$ cat src/rtl/regfile_wr_arbiter_if.sv
// Write-port arbiter bus bundle.
//
// Groups the two writeback requester handshakes and the register-file write
// port that the arbiter drives.
//   a_valid/a_addr/a_data -> a_ready : in-order pipeline writeback (priority)
//   b_valid/b_addr/b_data -> b_ready : long-latency writeback (starvation-bounded)
//   wr/rw/d                          : registered register-file write port
//   starved                          : force-B condition active (debug/perf)
// modport master : requester/consumer side (testbench, pipeline)
// modport slave  : arbiter side
interface regfile_wr_arbiter_if #(
  parameter int DATA_WIDTH = 32,
  parameter int ADDR_WIDTH = 5
);
  logic                  a_valid;
  logic [ADDR_WIDTH-1:0] a_addr;
  logic [DATA_WIDTH-1:0] a_data;
  logic                  a_ready;
  logic                  b_valid;
  logic [ADDR_WIDTH-1:0] b_addr;
  logic [DATA_WIDTH-1:0] b_data;
  logic                  b_ready;
  logic                  wr;
  logic [ADDR_WIDTH-1:0] rw;
  logic [DATA_WIDTH-1:0] d;
  logic                  starved;

  modport master (
    output a_valid, a_addr, a_data, b_valid, b_addr, b_data,
    input  a_ready, b_ready, wr, rw, d, starved
  );

  modport slave (
    input  a_valid, a_addr, a_data, b_valid, b_addr, b_data,
    output a_ready, b_ready, wr, rw, d, starved
  );
endinterface

$ cat src/rtl/regfile_wr_arbiter.sv
// Register-file write-port arbiter.
//
// Shares the single register-file write port between requester A (pipeline
// writeback, priority) and requester B (long-latency unit). B is protected by
// a starvation counter: after STARVE_LIMIT consecutive lost cycles, B wins the
// next cycle. Winning writes are registered and appear on wr/rw/d one cycle
// after the grant. Writes to register 0 complete the handshake but never
// raise wr.
// Ports:
//   clk  : clock, rising edge
//   rst  : synchronous active-high reset
//   bus  : regfile_wr_arbiter_if.slave (requester handshakes + write port)
module regfile_wr_arbiter #(
  parameter int DATA_WIDTH   = 32,
  parameter int REG_DEPTH    = 32,
  parameter int ADDR_WIDTH   = $clog2(REG_DEPTH),
  parameter int STARVE_LIMIT = 4
) (
  input  logic                 clk,
  input  logic                 rst,
  regfile_wr_arbiter_if.slave  bus
);

  localparam logic [3:0] LIMIT = 4'(STARVE_LIMIT);

  typedef enum logic [0:0] {
    NORMAL  = 1'b0,
    FORCE_B = 1'b1
  } arb_mode_t;

  arb_mode_t             mode_s;
  logic [3:0]            starve_cnt_r;
  logic [3:0]            starve_cnt_s;
  logic                  force_s;
  logic                  a_ready_s;
  logic                  b_ready_s;
  logic                  a_grant_s;
  logic                  b_grant_s;
  logic                  grant_s;
  logic [ADDR_WIDTH-1:0] grant_addr_s;
  logic [DATA_WIDTH-1:0] grant_data_s;
  logic                  wr_r;
  logic [ADDR_WIDTH-1:0] rw_r;
  logic [DATA_WIDTH-1:0] d_r;

  // Mode decode: the counter reaching the limit is the FORCE_B state.
  always_comb begin
    mode_s = NORMAL;
    if (starve_cnt_r == LIMIT) begin
      mode_s = FORCE_B;
    end else begin
      mode_s = NORMAL;
    end
  end

  // Grant logic; ready depends only on valids and mode, never on addr/data.
  always_comb begin
    force_s      = 1'b0;
    b_ready_s    = 1'b0;
    a_ready_s    = 1'b0;
    b_grant_s    = 1'b0;
    a_grant_s    = 1'b0;
    grant_s      = 1'b0;
    grant_addr_s = {ADDR_WIDTH{1'b0}};
    grant_data_s = {DATA_WIDTH{1'b0}};
    case (mode_s)
      NORMAL:  force_s = 1'b0;
      FORCE_B: force_s = 1'b1;
      default: force_s = 1'b0;
    endcase
    b_ready_s = !bus.a_valid || force_s;
    // A is ready when B is not taking the port this cycle.
    a_ready_s = !(bus.b_valid && b_ready_s);
    b_grant_s = bus.b_valid && b_ready_s;
    a_grant_s = bus.a_valid && a_ready_s;
    grant_s   = a_grant_s || b_grant_s;
    if (b_grant_s) begin
      grant_addr_s = bus.b_addr;
      grant_data_s = bus.b_data;
    end else begin
      grant_addr_s = bus.a_addr;
      grant_data_s = bus.a_data;
    end
  end

  // Starvation counter next state; increment only while below the limit, so it saturates.
  always_comb begin
    starve_cnt_s = starve_cnt_r;
    if (b_grant_s) begin
      starve_cnt_s = 4'd0;
    end else if (bus.b_valid && bus.a_valid && !force_s) begin
      starve_cnt_s = starve_cnt_r + 4'd1;
    end else if (!bus.b_valid) begin
      starve_cnt_s = 4'd0;
    end else begin
      starve_cnt_s = starve_cnt_r;
    end
  end

  // Starvation counter register.
  always_ff @(posedge clk) begin
    if (rst) begin
      starve_cnt_r <= 4'd0;
    end else begin
      starve_cnt_r <= starve_cnt_s;
    end
  end

  // Registered write port; a grant in the reset cycle is dropped.
  always_ff @(posedge clk) begin
    if (rst) begin
      wr_r <= 1'b0;
      rw_r <= {ADDR_WIDTH{1'b0}};
      d_r  <= {DATA_WIDTH{1'b0}};
    end else begin
      // Register 0 is hard-wired zero: accept the write, never enable it.
      wr_r <= grant_s && (grant_addr_s != {ADDR_WIDTH{1'b0}});
      if (grant_s) begin
        rw_r <= grant_addr_s;
        d_r  <= grant_data_s;
      end else begin
        rw_r <= rw_r;
        d_r  <= d_r;
      end
    end
  end

  assign bus.a_ready = a_ready_s;
  assign bus.b_ready = b_ready_s;
  assign bus.starved = force_s;
  assign bus.wr      = wr_r;
  assign bus.rw      = rw_r;
  assign bus.d       = d_r;

endmodule

$ cat src/flat_wrapper.sv
// flat-port wrapper written by rule: the top's interface ports become plain ports
module regfile_wr_arbiter_flat 
#(
  parameter int DATA_WIDTH   = 32,
  parameter int REG_DEPTH    = 32,
  parameter int ADDR_WIDTH   = $clog2(REG_DEPTH),
  parameter int STARVE_LIMIT = 4
)
  (clk, rst, bus_a_valid, bus_a_addr, bus_a_data, bus_b_valid, bus_b_addr, bus_b_data, bus_a_ready, bus_b_ready, bus_wr, bus_rw, bus_d, bus_starved);
  regfile_wr_arbiter_if #(.DATA_WIDTH(DATA_WIDTH), .ADDR_WIDTH(ADDR_WIDTH)) bus_i ();
  input  logic clk;
  input  logic rst;
  input wire logic [$bits(bus_i.a_valid)-1:0] bus_a_valid;
  input wire logic [$bits(bus_i.a_addr)-1:0] bus_a_addr;
  input wire logic [$bits(bus_i.a_data)-1:0] bus_a_data;
  input wire logic [$bits(bus_i.b_valid)-1:0] bus_b_valid;
  input wire logic [$bits(bus_i.b_addr)-1:0] bus_b_addr;
  input wire logic [$bits(bus_i.b_data)-1:0] bus_b_data;
  output wire logic [$bits(bus_i.a_ready)-1:0] bus_a_ready;
  output wire logic [$bits(bus_i.b_ready)-1:0] bus_b_ready;
  output wire logic [$bits(bus_i.wr)-1:0] bus_wr;
  output wire logic [$bits(bus_i.rw)-1:0] bus_rw;
  output wire logic [$bits(bus_i.d)-1:0] bus_d;
  output wire logic [$bits(bus_i.starved)-1:0] bus_starved;
  assign bus_i.a_valid = bus_a_valid;
  assign bus_i.a_addr = bus_a_addr;
  assign bus_i.a_data = bus_a_data;
  assign bus_i.b_valid = bus_b_valid;
  assign bus_i.b_addr = bus_b_addr;
  assign bus_i.b_data = bus_b_data;
  assign bus_a_ready = bus_i.a_ready;
  assign bus_b_ready = bus_i.b_ready;
  assign bus_wr = bus_i.wr;
  assign bus_rw = bus_i.rw;
  assign bus_d = bus_i.d;
  assign bus_starved = bus_i.starved;
  regfile_wr_arbiter #(.DATA_WIDTH(DATA_WIDTH), .REG_DEPTH(REG_DEPTH), .ADDR_WIDTH(ADDR_WIDTH), .STARVE_LIMIT(STARVE_LIMIT)) u_core (.clk(clk), .rst(rst), .bus(bus_i));
endmodule
$ cat config.mk
export PLATFORM = sky130hd
export DESIGN_NAME = regfile_wr_arbiter_flat
export DESIGN_NICKNAME = d
export VERILOG_FILES = /design/src/rtl/regfile_wr_arbiter_if.sv /design/src/rtl/regfile_wr_arbiter.sv /design/src/flat_wrapper.sv
export SDC_FILE = /design/constraint.sdc
export NUM_CORES = 1
export LEC_CHECK = 0
export ABC_AREA = 0
export CAP_MARGIN = 25
export CORE_MARGIN = 10
export CORE_UTILIZATION = 37
export DETAILED_ROUTE_END_ITERATION = 16
export GPL_TIMING_DRIVEN = 1
export MAX_ROUTING_LAYER = met4
export PLACE_DENSITY = 0.8
export RECOVER_POWER = 100
export SYNTH_ARGS = -nofsm -noshare
export SYNTH_HDL_FRONTEND = slang
export SYNTH_SLANG_ARGS = --single-unit
export TNS_END_PERCENT = 30
$ cat constraint.sdc
create_clock -name clk -period 2.05 [get_ports clk]
set_input_delay 0.41 -clock clk [delete_from_list [all_inputs] [get_ports clk]]
set_output_delay 0.41 -clock clk [all_outputs]
set_load 0.05 [all_outputs]
; Yosys cells after proc, flatten, opt, wreduce, memory -nomap -nowiden
; Cells that the tools add are included.
[word_totals]
inputBits = 78
ff_bits = 42
output_inout_bits = 41
[classes]
n_eq_ne = 2
n_addsub = 1
n_reduce_logical = 12
n_bitwise = 1
n_mux = 6
[op_table]
columns = op, n
row1 = two-way mux 32 bit, 1
row2 = two-way mux 4 bit, 2
row3 = logical AND 1 bit, 5
row4 = two-way mux 5 bit, 1
row5 = nonzero test 5 bit, 1
row6 = adder 4 x 1 -> 4 bit (second input constant), 1
row7 = == test 4 x 3 -> 1 bit (second input constant), 1
row8 = zero test 1 bit, 3
row9 = logical OR 1 bit, 2
row10 = != test 2 x 1 -> 1 bit (second input constant), 1
row11 = one-hot mux 1 bit (2 select lines), 1
row12 = OR reduction 2 bit, 1
row13 = two-way mux 1 bit, 1
row14 = NOT 1 bit, 1

; Logic depth before layout (Yosys ltp)
[depth]
word_depth = 10
mapped_depth = 9
mapped_depth_nobuf = 6

; Least setup slack after synthesis
; OpenSTA, ideal clock, no wires.
[synth_path]
path_kind = reg2reg
from = register u_core.starve_cnt_r[0]
to = register u_core.d_r[0], in the netlist u_core.bus.d[0]
setup_time_ns = 0.122
synth_period_minus_slack_ns = 1.993
arrival_ns = 1.871
n_path_buf = 2
required_time_ns = 1.928
stages_incl_launch_ff = 9
path_slack_ns = 0.057
cell_sequence = dfxtp_1 inv_1 ha_1 and3b_1 buf_6 o21ai_4 nor2_4 buf_6 a221o_1
[synth_via]
elab_chain_len = 9
[synth_lines]
columns = element, line_no
row1 = start: declaration, regfile_wr_arbiter.sv:32  ; logic [3:0] starve_cnt_r;
row2 = start signal: assignment, regfile_wr_arbiter.sv:105  ; starve_cnt_r <= starve_cnt_s;
row3 = == test 4 x 3 -> 1 bit *, regfile_wr_arbiter.sv:49  ; if (starve_cnt_r == LIMIT) begin
row4 = two-way mux 1 bit *, regfile_wr_arbiter.sv:49
row5 = NOT 1 bit, regfile_wr_arbiter.sv:66  ; case (mode_s)
row6 = one-hot mux 1 bit (2 select lines) *, regfile_wr_arbiter.sv:66
row7 = via bus_starved, flat_wrapper.sv:24  ; output wire logic [$bits(bus_i.starved)-1:0] bus_starved;
row8 = logical OR 1 bit *, regfile_wr_arbiter.sv:71  ; b_ready_s = !bus.a_valid || force_s;
row9 = logical AND 1 bit *, regfile_wr_arbiter.sv:73  ; a_ready_s = !(bus.b_valid && b_ready_s);
row10 = zero test 1 bit *, regfile_wr_arbiter.sv:73
row11 = via bus_a_ready, flat_wrapper.sv:19  ; output wire logic [$bits(bus_i.a_ready)-1:0] bus_a_ready;
row12 = logical AND 1 bit *, regfile_wr_arbiter.sv:75  ; a_grant_s = bus.a_valid && a_ready_s;
row13 = logical OR 1 bit *, regfile_wr_arbiter.sv:76  ; grant_s = a_grant_s || b_grant_s;
row14 = end signal: assignment, regfile_wr_arbiter.sv:114  ; d_r <= {DATA_WIDTH{1'b0}};
row15 = end signal: assignment, regfile_wr_arbiter.sv:120  ; d_r <= grant_data_s;
row16 = end signal: assignment, regfile_wr_arbiter.sv:123  ; d_r <= d_r;
row17 = end: declaration, regfile_wr_arbiter.sv:44  ; logic [DATA_WIDTH-1:0] d_r;
; Mark *: on every way through the listed nets, which the timed path passes. The rest lies on a longest branch.
; A chain may end at the register's enable or synchronous reset.

; Final worst setup path
[layout_path]
from = register u_core.starve_cnt_r[0]
to = output bus_b_ready
[layout_via]
elab_chain_len = 5
[layout_lines]
columns = element, line_no
row1 = == test 4 x 3 -> 1 bit *, regfile_wr_arbiter.sv:49
row2 = two-way mux 1 bit *, regfile_wr_arbiter.sv:49
row3 = NOT 1 bit, regfile_wr_arbiter.sv:66
row4 = one-hot mux 1 bit (2 select lines) *, regfile_wr_arbiter.sv:66
row5 = logical OR 1 bit *, regfile_wr_arbiter.sv:71
row6 = end: declaration, flat_wrapper.sv:20  ; output wire logic [$bits(bus_i.b_ready)-1:0] bus_b_ready;
; Every way passes the cells marked *; elsewhere a longest branch is shown, timed or not.

==> out/metrics.cfg <==
[timing]
period_share_pct=95.9
setup_violations=0
relSlewSlack_pct=41.3
tightest_slew_ps=878
slew_viol_final=0
setup_ws_ps=84.3
clock_skew_ps=3.93
period_minus_slack_ps=1970
fmax_mhz=509
hold_viol=0
timing.hold.ws_ps=434
setup-tns-final_ps=0
rsz0062_at_grt=no

[synth]
synthesis.nets=274
ys_ff_latch=42
synth_mux_area_share_pct=18.5
synth-warning-count=0
syn_inst=194
syn_area_mm2=0.00200
synthXorXnorAreaFrac_pct=0.876
synth_area_leader_cell=dfxtp_1
yosysSeqAreaShare_pct=42.1
synth-simple-area-share_pct=11.1
synth-async-reset-ratio_pct=0
synth.distinct_cells=26
synth_compound_area_share_pct=20.5
synth_ff_type=dfxtp_1
yosysTopAreaCellShare_pct=42.1
synth_top_family_by_area=compound AO/OA/AOI/OAI gates
synth_edf_count=0
syn_area_per_cell_um2=10.3
synth_top_cells_by_area=dfxtp_1, a221o_1, mux2i_1
synthAdderAreaFrac_pct=1.25

[power_and_ir_drop]
ir_drop_uv=371
p_per_area_mw_per_mm2=661
leakagePower_uw=0.00145

[finish]
fillers=416
regArea_um2=843
n_antenna_cell=0
multiInputGateArea_mm2=0.00106
fin_util_pct=65.0
area_growth_pct=68.1
final_common_cell=clkdlybuf4s50_1
final_cell_mix=clkdlybuf4s50_1, nor2_1, dfxtp_1, dlygate4sd3_1
drive_above_1_share_pct=8.31
stdcell_count=383
nets=392

[clock_tree]
clkLatencyLatePin_ps=290
clkTransAtPathRegs_ps=80
htree_levels=2
cts_root_buf=clkbuf_8
cts_buffers=5
holdBufCountCts=0
tritoncts=yes
post_cts_buffers=0
clock_tree.buffer_depth=2
clkSinkCount=42

[global_route]
grt_antenna_before_repair=0
track_usage_pct=15.8
grt_max_degree=38
first_global_vias=2036
grt_overflow=0
grt_pass1_wl_um=10900

[drt]
top_layer=met4
routed_wl_um=7050
wl_met3_um=419
wl_met1_um=3200
ant_nets=0
vias_per_cell=5.30
vias=2030
drc=0
routedWlPerCell_um=18.4
routed-wl-met2_um=3330
drtIter0Drc=125
dr.pass1.iters=4

[placement]
dp.cells=375
place_ws_ps=-26.8
port_buffers=118
dp_hpwl_um=5400
gp_congestion=0.778

[worst_setup_path]
crit_fanout=4
start_kind=register
path_class=reg2out
cp-end-kind=output pin
cp.arrival_ps=1560
crit_required_ps=1640

[floorplanning]
die_x_um=93.5
die_area_mm2=0.00874
core_mm2=0.00517
rows=26
start_util_pct=38.7
io_pins=119
die_y_um=93.5

[flow_run]
cap_viol_max_count=0

[min_path]
hold_class=reg2reg

[status]
status=finished clean

cell families (layout without fill, tap and decap cells):
logic type      count (synthesis)  in the layout
simple gates                   50             50
buf+inv                        19            138
mux                            37             37
fa+ha+maj                       2              2
xor+xnor                        2              2
flops                          42             42
compound gates                 42             42
area by class of cell:
type                    count  area share [%]
clock buffers               7            2.57
repair buffers            127            37.8
well taps                  70            2.61
clock inverters             1           0.149
multi-input cells         133            31.5
flip-flops and latches     42            25.1
inverters                   3           0.335
registers in the layout, summed over array words and instances, names as in the netlist:
name and flops:
u_core.bus.wr 1, u_core.starve_cnt_r 4, u_core.bus.rw 5, u_core.bus.d 32
critical path, stage by stage (launching register included):
cell      delay (ps)
dfxtp_2          350
inv_1             40
ha_1             180
and3b_1          220
buf_4            170
nand2b_4         140
buf_6            160
where the power goes:
part           leakage [µW]  switching, µW  total, µW  internal, µW
Clock             0.0000482            280        552           272
Sequential         0.000350           34.0        920           886
Combinational       0.00105            423        751           328
worst paths after layout:
check / start / to / slack (ps) / depth (start not counted)
worst max-delay path: u_core.starve_cnt_r[0]$_SDFFE_PP0P_ / bus_b_ready / 80 / 6
worst min-delay path: u_core.starve_cnt_r[0]$_SDFFE_PP0P_ / u_core.starve_cnt_r[0]$_SDFFE_PP0P_ / 430 / 1
worst max register to register: u_core.starve_cnt_r[0]$_SDFFE_PP0P_ / u_core.starve_cnt_r[3]$_SDFFE_PP0P_ / 160 / 8
worst min register to register: u_core.starve_cnt_r[0]$_SDFFE_PP0P_ / u_core.starve_cnt_r[0]$_SDFFE_PP0P_ / 430 / 1
timing repair:
action,4_1_cts,5_1_grt
endpoints found under the setup margin,1,1
gates resized for setup,1,3
endpoints found under the hold margin,0,0
Yosys cell counts, drive strengths merged, types with 2 or more instances:
master	number
a21oi	2
a221o	37
buf	11
clkbuf	5
dfxtp	42
ha	2
inv	3
mux2i	37
nor2	41
o21ai	2
or4	2
metal layers:
| metal | track usage, % | up-vias |
|---|---|---|
| met1 | 18.8 | 969 |
| met5 | - | - |
| met2 | 25.4 | 82 |
| li1 | - | 971 |
| met4 | 4.88 | 0 |
| met3 | 4.32 | 8 |
stage by stage:
stage / instance area, µm² / total power, µW
final: 3360 / 2220
after global placement: 3290 / 1710
after CTS: 3380 / 2280
after floorplan: 2000 / 1370
after detailed placement: 3290 / 1720
after global routing: 3360 / 2320
Power figures use the tool's default switching activity.
